## src/rtl/cache_refill.sv

```systemverilog
// Line-fill engine: reads one 8-word line from main memory into the cache data RAM,
// then marks the line valid in the tag RAM and pulses done.
module cache_refill #(
  parameter int RD_LAT = 1
) (
  input  logic        clk,
  input  logic        rst,
  input  logic        start,
  input  logic [31:0] CPU_addr,
  output logic [12:0] main_mem_addr,
  output logic        main_mem_re,
  input  logic [31:0] main_mem_dout,
  output logic        cache_data_we,
  output logic [8:0]  cache_data_addr,
  output logic [31:0] cache_data_din,
  output logic        cache_tag_we,
  output logic [5:0]  cache_tag_addr,
  output logic [21:0] cache_tag_din,
  output logic        busy,
  output logic        done
);

  typedef enum logic [2:0] {IDLE, FILL, DRAIN, TAG, DONE} state_t;

  state_t      state_q, state_d;
  // line_q holds CPU_addr[31:5]: [26:6] tag, [5:0] index, [9:0] memory line number
  logic [26:0] line_q, line_d;
  logic [2:0]  rd_cnt_q, rd_cnt_d;
  // Return pipe entries are {valid, word[2:0]}, aligned with main-memory read latency
  logic [3:0]  pipe_q [RD_LAT];
  logic [3:0]  pipe_d [RD_LAT];
  logic [3:0]  pipe_out;
  logic        unused_cpu_lo;

  assign unused_cpu_lo = ^CPU_addr[4:0];
  assign pipe_out      = pipe_q[RD_LAT-1];

  always_comb begin
    state_d         = state_q;
    line_d          = line_q;
    rd_cnt_d        = rd_cnt_q;
    main_mem_re     = 1'b0;
    main_mem_addr   = '0;
    cache_data_we   = 1'b0;
    cache_data_addr = '0;
    cache_data_din  = main_mem_dout;
    cache_tag_we    = 1'b0;
    cache_tag_addr  = '0;
    cache_tag_din   = '0;
    busy            = (state_q != IDLE);
    done            = 1'b0;

    pipe_d[0] = {state_q == FILL, rd_cnt_q};
    for (int i = 1; i < RD_LAT; i++) begin
      pipe_d[i] = pipe_q[i-1];
    end

    if (pipe_out[3]) begin
      cache_data_we   = 1'b1;
      cache_data_addr = {line_q[5:0], pipe_out[2:0]};
    end

    unique case (state_q)
      IDLE: begin
        if (start) begin
          line_d   = CPU_addr[31:5];
          rd_cnt_d = '0;
          state_d  = FILL;
        end
      end
      FILL: begin
        main_mem_re   = 1'b1;
        main_mem_addr = {line_q[9:0], rd_cnt_q};
        rd_cnt_d      = rd_cnt_q + 3'd1;
        if (rd_cnt_q == 3'd7) begin
          state_d = DRAIN;
        end
      end
      DRAIN: begin
        // Even at RD_LAT=1 the last word lands here, so the tag always follows it
        if (pipe_out[3] && (pipe_out[2:0] == 3'd7)) begin
          state_d = TAG;
        end
      end
      TAG: begin
        cache_tag_we   = 1'b1;
        cache_tag_addr = line_q[5:0];
        cache_tag_din  = {1'b1, line_q[26:6]};
        state_d        = DONE;
      end
      DONE: begin
        done    = 1'b1;
        state_d = IDLE;
      end
      default: state_d = IDLE;
    endcase
  end

  always_ff @(posedge clk) begin
    if (rst) begin
      state_q  <= IDLE;
      line_q   <= '0;
      rd_cnt_q <= '0;
      for (int i = 0; i < RD_LAT; i++) begin
        pipe_q[i] <= '0;
      end
    end else begin
      state_q  <= state_d;
      line_q   <= line_d;
      rd_cnt_q <= rd_cnt_d;
      for (int i = 0; i < RD_LAT; i++) begin
        pipe_q[i] <= pipe_d[i];
      end
    end
  end

endmodule

```

## config.mk

```make
export PLATFORM = sky130hd
export DESIGN_NAME = cache_refill
export DESIGN_NICKNAME = d
export VERILOG_FILES = /design/src/rtl/cache_refill.sv
export SDC_FILE = /design/constraint.sdc
export NUM_CORES = 1
export LEC_CHECK = 0
export ABC_AREA = 1
export BUFFER_PORTS_ARGS = -buffer_cell sky130_fd_sc_hd__buf_2
export CAP_MARGIN = 20
export CELL_PAD_IN_SITES_DETAIL_PLACEMENT = 1
export CELL_PAD_IN_SITES_GLOBAL_PLACEMENT = 2
export CORE_ASPECT_RATIO = 1.4
export CORE_MARGIN = 2
export CORE_UTILIZATION = 20
export CTS_BUF_LIST = sky130_fd_sc_hd__clkbuf_2
export DETAILED_ROUTE_END_ITERATION = 7
export GPL_ROUTABILITY_DRIVEN = 0
export HOLD_SLACK_MARGIN = 0.06
export PLACE_DENSITY = 0.91
export SLEW_MARGIN = 25
export SYNTH_ARGS = -nofsm -noshare
export SYNTH_HDL_FRONTEND = slang
export SYNTH_SLANG_ARGS = --single-unit
```

## constraint.sdc

```tcl
create_clock -name clk -period 1.9 [get_ports clk]
set_input_delay 0.285 -clock clk [delete_from_list [all_inputs] [get_ports clk]]
set_output_delay 0.285 -clock clk [all_outputs]
set_load 0.1 [all_outputs]
```

==> qor_table.md <==
| Step | Quantity | Value |
| --- | --- | --- |
| logic synthesis | Synth Register Bits | 37 |
| sta | Tcrit/Tclk final | 97.53% |
| pwr | Static leakage power | 0.001359 µW |
| sta | Total Neg Setup Slack | 0 ns |
| setup path | Req. time, crit path | 1.62 ns |
| floorplan | Die height | 120.0 µm |
| final layout | Fraction of layout instances using a drive strength above 1 | 49.55% |
| pwr | Largest voltage drop on the vdd net | 0.0008424 V |
| clocking | Clock-pin transition on the worst setup and hold timing paths | 0.21 ns |
| final layout | Leading cell types in the layout, fill and taps excluded | sky130_fd_sc_hd__inv_1 (45), sky130_fd_sc_hd__buf_12 (41), sky130_fd_sc_hd__nor2_4 (37) |
| logic synthesis | Post-synth top area share | 38.54% |
| logic synthesis | Total of warnings raised by yosys | 0 |
| logic synthesis | Mean post-synth cell area | 7.144 µm² |
| clocking | TritonCTS clock tree | yes |
| detailed routing | Initial detailed-routing violation count | 30 |
| hold path | Source of the worst hold timing path | CPU_addr[10] |
| setup path | Launching element of the worst setup path | state_q[1] |
| floorplan | Die footprint | 10420 µm² |
| clocking | Clock tree buffer depth | 2 |
| status | Status | complete, no violations |
| clocking | Hold-fix buffers at CTS | 0 |
| detailed routing | DRT antenna net count | 0 |
| final layout | Number of nets in the finished design | 399 |
| final layout | Flip-flop and latch area | 753.2 µm² |
| global route | Number of global-route vias before repair | 2057 |
| sta | Setup repair after global routing missed its margin | yes |
| detailed routing | Via-to-Cell Ratio | 4.234 |
| placement | Port bufs | 84 |
| clocking | Number of buffers added by the clock tree synthesis step | 5 |
| pwr | Power per Cell Area | 1271 nW/µm² |
| final layout | Final instance area | 3277 µm² |
| setup path | Worst Path Arrival | 1.57 ns |
| sta | Fin crit period | 1.853 ns |
| sta | # setup viols final | 0 |
| logic synthesis | Seq/Total Area, Yosys | 38.54% |
| final layout | Combined area of the multi-input logic cells | 939.7 µm² |
| sta | Endpoints failing hold | 0 |
| setup path | Kind of start point of the critical path | register |
| clocking | Insertion delay to the later sink of the worst-skew pair | 0.40 ns |
| final layout | Antenna diode count | 0 |
| logic synthesis | Synth Instances | 269 |
| detailed routing | Detailed-route via count | 1867 |
| setup path | Crit Path Class | register to output pin |
| floorplan | Width of the die | 86.85 µm |
| detailed routing | Detail-routed net length per standard cell | 14.53 µm |
| floorplan | Number of top-level pins | 154 |
| clocking | Clock H-tree levels | 2 |
| sta | Fin. max-slew vios | 0 |
| detailed routing | Total length of routed wires | 6.409 mm |
| floorplan | Starting density of the core | 20.43% |
| sta | Hold Slack | 0.1305 ns |
| clocking | Count of clock tree sinks | 37 |
| detailed routing | First drt pass iteration count | 4 |
| setup path | Largest fanout of any net on the critical path | 8 |
| flow run | Count of maximum capacitance violations | 0 |
| placement | Total placed instance area | 2972 µm² |
| logic synthesis | Cell area after synthesis | 1922 µm² |
| detailed routing | Count of unresolved DRC violations after routing | 0 |
| sta | Transition time at the pin with the least slew margin | 0.5354 ns |
| floorplan | Placeable core area | 9407 µm² |
| global route | Maximum number of pins on one net before global-route repair | 52 |
| global route | Global-route total usage across every layer | 12.91% |
| final layout | Most common cell after layout, fill and taps aside | sky130_fd_sc_hd__inv_1 |
| sta | Clock skew after layout | 0.02454 ns |
| global route | Wire length of the first global-routing pass | 10.25 mm |
| global route | Remaining global-route overflow | 0 |
| final layout | Count of non-filler cells in the finished layout | 441 |
| hold path | Type of the worst min-delay path | input port to register |
| placement | Detailed-placement wirelength estimate | 4.726 mm |
| logic synthesis | Synth area leaders | sky130_fd_sc_hd__dfxtp_1 (39%), sky130_fd_sc_hd__buf_4 (13%), sky130_fd_sc_hd__inv_1 (9.2%) |
| floorplan | Number of rows in the core area | 42 |
| logic synthesis | Number of unique standard cell types used by synthesis | 19 |
| logic synthesis | Number of nets produced by synthesis | 338 |
| logic synthesis | Cell accounting for the most synthesized area | sky130_fd_sc_hd__dfxtp_1 |
| global route | Number of antenna violations at the first check in global routing | 0 |
| sta | Timing-limited maximum frequency | 0.5397 GHz |
| final layout | Fill cell instance count of the final layout | 1086 |
| sta | Tightest slew margin relative to the limit | 64.31% |
| final layout | Post-route core utilization | 34.84% |
| setup path | Element type at the critical path end | output pin |
| final layout | Area growth syn-to-layout | 70.51% |
| clocking | Clock root buffer master | sky130_fd_sc_hd__clkbuf_2 |
| setup path | Origin of the critical flop-to-flop path | state_q[0] |
| placement | Number of cells in the design after placement | 425 |
## routing by layer
| metal | wire length, µm | global-route usage [%] | part of all wire [%] |
|---|---|---|---|
| met1 | 2373 | 12.99 | 37 |
| met2 | 3600 | 24.28 | 56 |
| met3 | 283 | 3.164 | 4.4 |
| met4 | 152 | 5.664 | 2.4 |
| met5 | 0 | 0 | 0 |
## synthesized netlist by cell type (all sizes together)
master and instances:
a21oi 29, a22o 2, buf 45, dfxtp 37
ha 2, inv 50, nand2 20, nand3 4
nand4 1, nor2 50, nor3 1, o21ai 28
## state kept, by name, indices dropped and copies added (netlist names)
signal,cells
rd_cnt_q,3
state_q,3
line_q,27
pipe_q,4
## critical path, cell delays in order (launching register included)
cell and delay, ns:
sky130_fd_sc_hd__dfxtp_4 0.40, sky130_fd_sc_hd__nor2_4 0.13, sky130_fd_sc_hd__nand2_2 0.08, sky130_fd_sc_hd__buf_8 0.15, sky130_fd_sc_hd__buf_8 0.14, sky130_fd_sc_hd__nor2_4 0.10, sky130_fd_sc_hd__buf_12 0.18
## where the power goes
part | switching (µW) | internal, µW | total [µW]
logic | 1900 | 784 | 2680
clock network | 281 | 92.4 | 373
registers | 114 | 995 | 1110
total | 2290 | 1870 | 4170
## final timing paths
check,endpoint,slack (ns),depth (start not counted)
setup / recovery,main_mem_addr[0],0.05,6
hold / removal,line_q[5],0.13,3
setup reg to reg,line_q[9],0.21,5
hold reg to reg,line_q[25],0.52,2
## cell type report
type | count | share of cell area, %
Timing Repair inverter | 1 | 0.4964
Multi-Input combinational cell | 137 | 28.68
Clock inverter | 2 | 0.3055
Tap cell | 110 | 4.200
Clock buffer | 6 | 0.9164
Timing Repair Buffer | 98 | 36.04
Inverter | 50 | 6.376
Sequential cell | 37 | 22.99
## metrics by stage
step	total power [µW]	setup slack, ns
2_1_floorplan	3150	-0.5519
3_3_place_gp	3411	0.3200
4_1_cts	4043	-0.008526
5_1_grt	4449	-0.07936
6_report	4165	0.04697
3_5_place_dp	3500	0.2840
## cells by family (layout without fill, tap and decap cells)
| kind of cell | Yosys count | in the layout | synth area share (%) |
|---|---|---|---|
| flops | 37 | 37 | 38.54 |
| buf+inv | 95 | 157 | 27.41 |
| fa+ha+maj | 2 | 2 | 1.302 |
| simple gates | 76 | 76 | 16.99 |
| compound gates | 59 | 59 | 15.76 |
## repair_timing
item                                    CTS  global route
resized for setup                        25            31
pin swaps                                 1             2
cloned                                    1             0
setup buffers                             4             3
endpoints found under the setup margin   41            43
No activity file was read; power rests on OpenSTA's default activity.
